<file path="config.mk">
export PLATFORM = sky130hd
export DESIGN_NAME = seq_addsub_flat
export DESIGN_NICKNAME = d
export VERILOG_FILES = /design/src/rtl/seq_addsub_pkg.sv /design/src/rtl/seq_addsub_if.sv /design/src/rtl/seq_addsub_slice.sv /design/src/rtl/seq_addsub.sv /design/src/flat_wrapper.sv
export SDC_FILE = /design/constraint.sdc
export NUM_CORES = 1
export LEC_CHECK = 0
export CELL_PAD_IN_SITES_DETAIL_PLACEMENT = 2
export CELL_PAD_IN_SITES_GLOBAL_PLACEMENT = 2
export CORE_ASPECT_RATIO = 1.25
export CORE_MARGIN = 4
export CORE_UTILIZATION = 25
export DETAILED_ROUTE_END_ITERATION = 8
export PLACE_DENSITY = 0.67
export SLEW_MARGIN = 20
export SYNTH_ARGS = -nofsm -noshare
export SYNTH_HDL_FRONTEND = slang
export SYNTH_SLANG_ARGS = --single-unit
</file>
<file path="constraint.sdc">
create_clock -name clk -period 4.64 [get_ports clk]
set_input_delay 0.928 -clock clk [delete_from_list [all_inputs] [get_ports clk]]
set_output_delay 0.928 -clock clk [all_outputs]
set_load 0.005 [all_outputs]
</file>
<file path="src/rtl/seq_addsub_pkg.sv">
// Shared types and sizing helpers for the sequential adder/subtractor.
// Default geometry is a 32-bit datapath processed in 8-bit slices.
package seq_addsub_pkg;

   localparam int unsigned DEF_WIDTH = 32;
   localparam int unsigned DEF_SLICE = 8;
   localparam int unsigned NSLICE    = DEF_WIDTH / DEF_SLICE;

   // Slice index needs at least one bit even when the whole word is a single slice.
   function automatic int unsigned idx_width(input int unsigned n);
      return (n > 1) ? $clog2(n) : 1;
   endfunction

   localparam int unsigned IDX_W = idx_width(NSLICE);

   typedef enum logic [1:0] {
      IDLE = 2'd0,
      RUN  = 2'd1,
      DONE = 2'd2
   } state_t;

endpackage

</file>
<file path="src/rtl/seq_addsub_if.sv">
// Start/done handshake and result bus of the sequential adder/subtractor.
// The requester uses the master view, the arithmetic unit the slave view.
interface seq_addsub_if #(
   parameter int unsigned WIDTH = 32
);
   logic             start;
   logic             sub_mode;
   logic [WIDTH-1:0] input_a;
   logic [WIDTH-1:0] input_b;
   logic             busy;
   logic             done;
   logic [WIDTH-1:0] sum;
   logic             carry;
   logic             overflow;

   modport master (
      output start, sub_mode, input_a, input_b,
      input  busy, done, sum, carry, overflow
   );

   modport slave (
      input  start, sub_mode, input_a, input_b,
      output busy, done, sum, carry, overflow
   );
endinterface

</file>
<file path="src/rtl/seq_addsub_slice.sv">
// One SLICE-bit ripple step: unsigned a + b + cin, widened by one bit for the carry.
module addsub_slice #(
   parameter int unsigned SLICE = 8
) (
   input  logic [SLICE-1:0] a,
   input  logic [SLICE-1:0] b,
   input  logic             cin,
   output logic [SLICE-1:0] s,
   output logic             cout
);

   logic [SLICE:0] total;

   always_comb begin
      total = {1'b0, a} + {1'b0, b} + {{SLICE{1'b0}}, cin};
      s     = total[SLICE-1:0];
      cout  = total[SLICE];
   end

endmodule

</file>
<file path="src/rtl/seq_addsub.sv">
// Multi-cycle adder/subtractor: one SLICE-bit group per clock with a registered
// ripple carry, producing unsigned carry and signed overflow flags on completion.
module seq_addsub
   import seq_addsub_pkg::*;
#(
   parameter int unsigned WIDTH = DEF_WIDTH,
   parameter int unsigned SLICE = DEF_SLICE
) (
   input logic        clk,
   input logic        rst_n,
   seq_addsub_if.slave bus
);

   localparam int unsigned    NSL      = WIDTH / SLICE;
   localparam int unsigned    IW       = idx_width(NSL);
   localparam logic [IW-1:0]  LAST_IDX = IW'(NSL - 1);

   state_t           state;
   state_t           state_nxt;
   logic [WIDTH-1:0] a_q;
   logic [WIDTH-1:0] b_q;
   logic [WIDTH-1:0] sum_q;
   logic             cry_q;
   logic             carry_q;
   logic             ovf_q;
   logic [IW-1:0]    idx_q;

   logic [SLICE-1:0] a_sl;
   logic [SLICE-1:0] b_sl;
   logic [SLICE-1:0] s_sl;
   logic             cout;
   logic             accept;
   logic             last;

   // Single shared slice adder; operand groups are selected by the slice index.
   always_comb begin
      a_sl = '0;
      b_sl = '0;
      for (int unsigned i = 0; i < NSL; i++) begin
         if (idx_q == IW'(i)) begin
            a_sl = a_q[i*SLICE +: SLICE];
            b_sl = b_q[i*SLICE +: SLICE];
         end
      end
   end

   addsub_slice #(
      .SLICE (SLICE)
   ) u_slice (
      .a    (a_sl),
      .b    (b_sl),
      .cin  (cry_q),
      .s    (s_sl),
      .cout (cout)
   );

   always_comb begin
      state_nxt = state;
      accept    = 1'b0;
      last      = 1'b0;
      unique case (state)
         IDLE, DONE: begin
            if (bus.start) begin
               accept    = 1'b1;
               state_nxt = RUN;
            end else begin
               state_nxt = IDLE;
            end
         end
         RUN: begin
            if (idx_q == LAST_IDX) begin
               last      = 1'b1;
               state_nxt = DONE;
            end
         end
         default: state_nxt = IDLE;
      endcase
   end

   always_ff @(posedge clk or negedge rst_n) begin
      if (!rst_n) begin
         state <= IDLE;
      end else begin
         state <= state_nxt;
      end
   end

   always_ff @(posedge clk or negedge rst_n) begin
      if (!rst_n) begin
         a_q     <= '0;
         b_q     <= '0;
         sum_q   <= '0;
         cry_q   <= 1'b0;
         carry_q <= 1'b0;
         ovf_q   <= 1'b0;
         idx_q   <= '0;
      end else if (accept) begin
         // Subtraction is A + ~B + 1: invert B here and seed the carry with 1.
         a_q   <= bus.input_a;
         b_q   <= bus.sub_mode ? ~bus.input_b : bus.input_b;
         cry_q <= bus.sub_mode;
         idx_q <= '0;
      end else if (state == RUN) begin
         for (int unsigned i = 0; i < NSL; i++) begin
            if (idx_q == IW'(i)) begin
               sum_q[i*SLICE +: SLICE] <= s_sl;
            end
         end
         cry_q <= cout;
         idx_q <= idx_q + IW'(1);
         if (last) begin
            carry_q <= cout;
            ovf_q   <= (a_q[WIDTH-1] == b_q[WIDTH-1]) && (s_sl[SLICE-1] != a_q[WIDTH-1]);
         end
      end
   end

   assign bus.busy     = (state == RUN);
   assign bus.done     = (state == DONE);
   assign bus.sum      = sum_q;
   assign bus.carry    = carry_q;
   assign bus.overflow = ovf_q;

endmodule

</file>
<file path="src/flat_wrapper.sv">
// flat-port wrapper written by rule: the top's interface ports become plain ports
module seq_addsub_flat import seq_addsub_pkg::*;
#(
   parameter int unsigned WIDTH = DEF_WIDTH,
   parameter int unsigned SLICE = DEF_SLICE
)
  (clk, rst_n, bus_start, bus_sub_mode, bus_input_a, bus_input_b, bus_busy, bus_done, bus_sum, bus_carry, bus_overflow);
  seq_addsub_if #(.WIDTH(WIDTH)) bus_i ();
  input logic clk;
  input logic rst_n;
  input wire logic [$bits(bus_i.start)-1:0] bus_start;
  input wire logic [$bits(bus_i.sub_mode)-1:0] bus_sub_mode;
  input wire logic [$bits(bus_i.input_a)-1:0] bus_input_a;
  input wire logic [$bits(bus_i.input_b)-1:0] bus_input_b;
  output wire logic [$bits(bus_i.busy)-1:0] bus_busy;
  output wire logic [$bits(bus_i.done)-1:0] bus_done;
  output wire logic [$bits(bus_i.sum)-1:0] bus_sum;
  output wire logic [$bits(bus_i.carry)-1:0] bus_carry;
  output wire logic [$bits(bus_i.overflow)-1:0] bus_overflow;
  assign bus_i.start = bus_start;
  assign bus_i.sub_mode = bus_sub_mode;
  assign bus_i.input_a = bus_input_a;
  assign bus_i.input_b = bus_input_b;
  assign bus_busy = bus_i.busy;
  assign bus_done = bus_i.done;
  assign bus_sum = bus_i.sum;
  assign bus_carry = bus_i.carry;
  assign bus_overflow = bus_i.overflow;
  seq_addsub #(.WIDTH(WIDTH), .SLICE(SLICE)) u_core (.clk(clk), .rst_n(rst_n), .bus(bus_i));
endmodule
</file>
### Word level (Yosys, flattened, before mapping)

Index checks and enable logic that the tools add are counted.

| storage, ports and cells | value |
|---|---|
| bits in registers | 103 |
| word-level logic and storage cells | 54 |
| input port bits | 68 |

| operators by class | value |
|---|---|
| reductions and logical operators | 10 |
| muxes and demuxes | 20 |
| bitwise logic cells | 2 |
| add/subtract/negate cells | 3 |
| equal/unequal tests | 8 |

Operators with widths:

| cell | number |
|---|---|
| two-way mux 8 bit | 8 |
| two-way mux 32 bit | 1 |
| NOT 32 bit | 1 |
| AND reduction 3 bit | 5 |
| adder 8 x 8 -> 9 bit | 1 |
| adder 9 x 1 -> 9 bit | 1 |
| two-way mux 1 bit | 7 |
| equality test 2 bit, second input constant | 3 |
| two-way mux 2 bit | 3 |
| equality test 2 x 1 -> 1 bit, second input constant | 2 |
| zero test 2 bit | 2 |
| one-hot mux 2 bit (2 select lines) | 1 |
| adder 2 x 1 -> 2 bit, second input constant | 1 |
| inequality test 2 x 1 -> 1 bit, second input constant | 1 |
| nonzero test 2 bit | 1 |
| OR reduction 2 bit | 1 |
| equality test 1 bit | 1 |
| logical AND 1 bit | 1 |
| inequality test 1 bit | 1 |
| NOT 1 bit | 1 |

### Logic depth before layout (Yosys ltp)

| logic depth | value |
|---|---|
| word-level depth | 9 |
| mapped depth | 14 |
| mapped depth without buffers | 13 |

### Hierarchy

From an unflattened synthesis, not the netlist that was laid out.

| second synthesis, totals | value |
|---|---|
| cell total of the unflattened synthesis | 512 |
| area total of the unflattened synthesis | 5,031.1 µm² |

Modules (own cells, without submodules):

| module | cells each | area an instance (µm²) | instances | sequential area each (µm²) |
|---|---|---|---|---|
| seq_addsub | 472 | 4,699.5 | 1 | 2,577.5 |
| addsub_slice | 40 | 331.6 | 1 | 0.0 |

### Worst setup path after synthesis

OpenSTA, ideal clock, no wires.

| timing | value |
|---|---|
| path type | register to register |
| start point | register u_core.idx_q[0] |
| end point | register u_core.sum_q[30] (netlist: u_core.bus.sum[30]) |
| arrival | 3.275 ns |
| clock period less this slack | 3.414 ns |
| path slack | 1.226 ns |
| path buffers | 1 |
| data required time | 4.501 ns |
| library setup time | 0.139 ns |
| cell stages (with the launch flop) | 15 |
| cells stage by stage | dfrtp_1 inv_1 ha_1 nor2b_1 clkbuf_1 a221oi_1 nor3_1 a21oi_1 fa_1 fa_1 nor2b_1 o21ai_0 a21o_1 a311oi_1 o21ai_0 |

| between the ends | value |
|---|---|
| longest elaborated chain between the ends | 7 |
| elaborated cells between the ends (all ways) | 15 |
| classes of those cells | add/sub (2); eq/ne (3); mux (8); reduce/logical (2) |

RTL lines:

| element | RTL line | text |
|---|---|---|
| start: declaration | seq_addsub.sv:26 | `logic [IW-1:0] idx_q;` |
| start signal: assignment | seq_addsub.sv:110 | `idx_q <= idx_q + IW'(1);` |
| zero test 2 bit | seq_addsub.sv:40 | `if (idx_q == IW'(i)) begin` |
| two-way mux 8 bit (4 in a row) | seq_addsub.sv:40 |  |
| adder 8 x 8 -> 9 bit | seq_addsub_slice.sv:15 | `total = {1'b0, a} + {1'b0, b} + {{SLICE{1'b0}}, cin};` |
| adder 9 x 1 -> 9 bit | seq_addsub_slice.sv:15 |  |
| end signal: indexed assignment | seq_addsub.sv:106 | `sum_q[i*SLICE +: SLICE] <= s_sl;` |
| end: declaration | seq_addsub.sv:22 | `logic [WIDTH-1:0] sum_q;` |

Several ways; a longest one is shown, not always the timed one.
A chain may end at the register's enable or synchronous reset.

### Final worst setup path

| timing | value |
|---|---|
| start point | register u_core.idx_q[0] |
| end point | register u_core.sum_q[6] (netlist: u_core.bus.sum[6]) |

| between the ends | value |
|---|---|
| longest elaborated chain between the ends | 7 |
| elaborated cells between the ends (all ways) | 15 |
| classes of those cells | add/sub (2); eq/ne (3); mux (8); reduce/logical (2) |

RTL lines:

| element | RTL line |
|---|---|
| zero test 2 bit | seq_addsub.sv:40, seq_addsub.sv:105 |
| two-way mux 8 bit (4 in a row) | seq_addsub.sv:40 |
| adder 8 x 8 -> 9 bit | seq_addsub_slice.sv:15 |
| adder 9 x 1 -> 9 bit | seq_addsub_slice.sv:15 |

Several ways; a longest one is shown, not always the timed one.

==> reports/results.ini <==
[finish]
final_util_pct = 33.5
multi_input_area_mm2 = 0.00222
final_cells = 915
final_layout_size_suffix_gt1_share_pct = 5.08
nNetsFinal = 726
fillers = 2178
layout_common_cells = nand2_1, dfrtp_1, clkdlybuf4s50_1, o21ai_0, xnor2_1
seqCellArea_mm2 = 0.00258
area_growth_pct = 31.8
antenna_cells = 0
final_common_cell = nand2_1

[run]
maxCapViolCount = 0

[worst_setup_path]
arrival_ps = 4270
setup.worst_path.class = reg2reg
critPathRequiredTime_ps = 4850
timing.rr.start = u_core.idx_q[0]
rr_worst_depth = 13
reg2reg_slack_ps = 580
slowest_delay_ps = 510
cp-start-kind = flop
rr_endpoint = u_core.bus.sum[6]
crit_chain = inv_1, ha_1, nor2b_1, a221oi_1, nor3_1, a21oi_1, fa_1, fa_1, nor2b_1, o21ai_0, a21o_1, a311oi_1, o21ai_0
crit_fanout = 7
slowest_stage = fa_1
end_kind = flop

[logic_synthesis]
synth_top_family_by_area = simple AND/OR/NAND/NOR gates
yosys.area_share.simple_pct = 19.1
synth.distinct_cells = 39
syn_nets = 639
synthFlopType = dfrtp_1
synth_edf_count = 0
synth_cells = 558
synth_mux_area_share_pct = 0.202
yosys_warnings = 0
synth_seq_area_share_pct = 52.0
synth_fa_ha_area_share_pct = 3.58
synth-xor-area-share_pct = 5.83
synth_seq_cells = 103
synthArstFlopShare_pct = 100
yosysTopAreaCellShare_pct = 52.0
syn_area_mm2 = 0.00496
yosysTopAreaCell = dfrtp_1
synthTopCellsByArea = dfrtp_1, nand2_1, o21ai_0
avgSynthCellArea_um2 = 8.88
synth-compound-area-share_pct = 15.8

[die]
rows = 57
core_mm2 = 0.0195
dieHeight_um = 165
start_util_pct = 25.5
die_x_um = 134
io_pins = 104
fp.dieArea_mm2 = 0.0222

[global_route]
grt_use_total_pct = 13.9
antenna_found_initial = 0
overflow = 0
grt_max_degree = 67
first_global_vias = 4662
grt_pass1_wl_um = 24300

[sta]
finalMaxSlewViolations = 0
fmax_mhz = 246
period_share_pct = 87.5
setup_viol = 0
fin_crit_ps = 4060
rsz0062_at_grt = no
worst_pin_slew_ps = 916
final_hold_viol_count = 0
fin_hold_ws_ps = 389
skew_ps = 8.80
fin_setup_tns_ps = 0
slew_headroom_pct = 38.9

[cts]
cts_buffer_depth = 2
cts_hold_repair.buffers = 0
cts_buffers = 9
cts.sinks = 103
ctsResizeCount = 0
insertion_delay_ps = 360
cts_setup_buffers = 0
clk_pin_slew_ps = 70
cts_tree = yes
cts_root_buf = clkbuf_16
htreeDepth = 3

[power]
ir_drop_v = 0.000234
power_density_mw_per_mm2 = 715
leakage_nw = 2.87
power_mw = 4.67

[run_status]
outcome = finished, final reports clean

[routing]
vias_per_cell = 4.52
wl_per_cell_um = 16.3
antenna_left = 0
drt_wl_total_um = 14900
vias = 4136
drc = 0
first_iter_violations = 99
drt_first_pass_iters = 4

[place]
port_buffers = 103
hpwl_um = 11500
place_inst = 899
place.gp.congestion = 0.746

[worst_hold_path]
hp-class = in2async

synth_stat cells (all sizes together), types with 2 or more instances:
cell	number
nor2b	8
a22oi	9
a221oi	2
buf	3
ha	11
o21ai	76
clkbuf	32
xnor2	32
inv	7
nor3	7
o21a	4
nand2	184
a21oi	27
dfrtp	103
nor2	13
nand3	3
fa	2
or2	3
a21o	5
nand3b	5
nand2b	3
o31ai	4
a22o	2
state kept, by name (all words and copies together) (netlist names):
signal and cells:
u_core.a_q 32, u_core.b_q 32, u_core.bus.carry 1, u_core.bus.overflow 1, u_core.bus.sum 32, u_core.cry_q 1
u_core.idx_q 2, u_core.state 2
stage by stage:
stage                     worst slack, ps  cell area (um2)
final                                 579             6530
after global routing                  132             6530
after CTS                             522             6520
after detailed placement              568             6230
after global placement                812             6230
after floorplan                      1230             4960
logic make-up after synthesis:
kind of cell | count (synthesis)
adder cells (fa/ha/maj) | 13
XOR/XNOR | 33
multiplexers | 1
AND/OR/NAND/NOR | 229
AO/OA/AOI/OAI | 136
flip-flops | 103
buffers and inverters | 43
routing by layer:
layer	wire, um	track usage, %	vias to the layer above
li1	-	-	2025
met1	6670	17.2	2007
met2	7430	24.5	88
met3	468	2.09	16
met4	307	5.38	0
met5	0	0	-
area by class of cell:
class                   count  share of cell area (%)
repair buffers            111                    16.6
multi-input cells         412                    33.9
well taps                 265                    5.08
clock inverters             5                   0.900
inverters                   8                   0.460
flip-flops and latches    103                    39.5
clock buffers              11                    3.56
where the power goes:
part | internal, mW | leakage (nW) | switching (mW)
sequential | 1.32 | 1.28 | 0.299
clock | 0.419 | 0.136 | 0.350
combinational | 0.963 | 1.44 | 1.32
worst max-delay path by stage:
stage / from / depth (start not counted) / to / slack, ps
after floorplan: u_core.idx_q[0] / 14 / u_core.bus.sum[30] / 1230
after detailed placement: u_core.idx_q[0] / 13 / u_core.bus.sum[6] / 570
final: u_core.idx_q[0] / 13 / u_core.bus.sum[6] / 580
after global placement: u_core.idx_q[0] / 13 / u_core.bus.sum[6] / 810
after global routing: u_core.idx_q[0] / 13 / u_core.bus.sum[6] / 130
after CTS: u_core.idx_q[0] / 13 / u_core.bus.sum[6] / 520
critical path: cells and delay by family (launching register included):
family,cells,cell delay [ps]
compound gates,6,1290
fa+ha+maj,3,1270
simple gates,3,810
flops,1,430
buf+inv,1,110
Note: power is estimated with default switching activity, not from simulation.
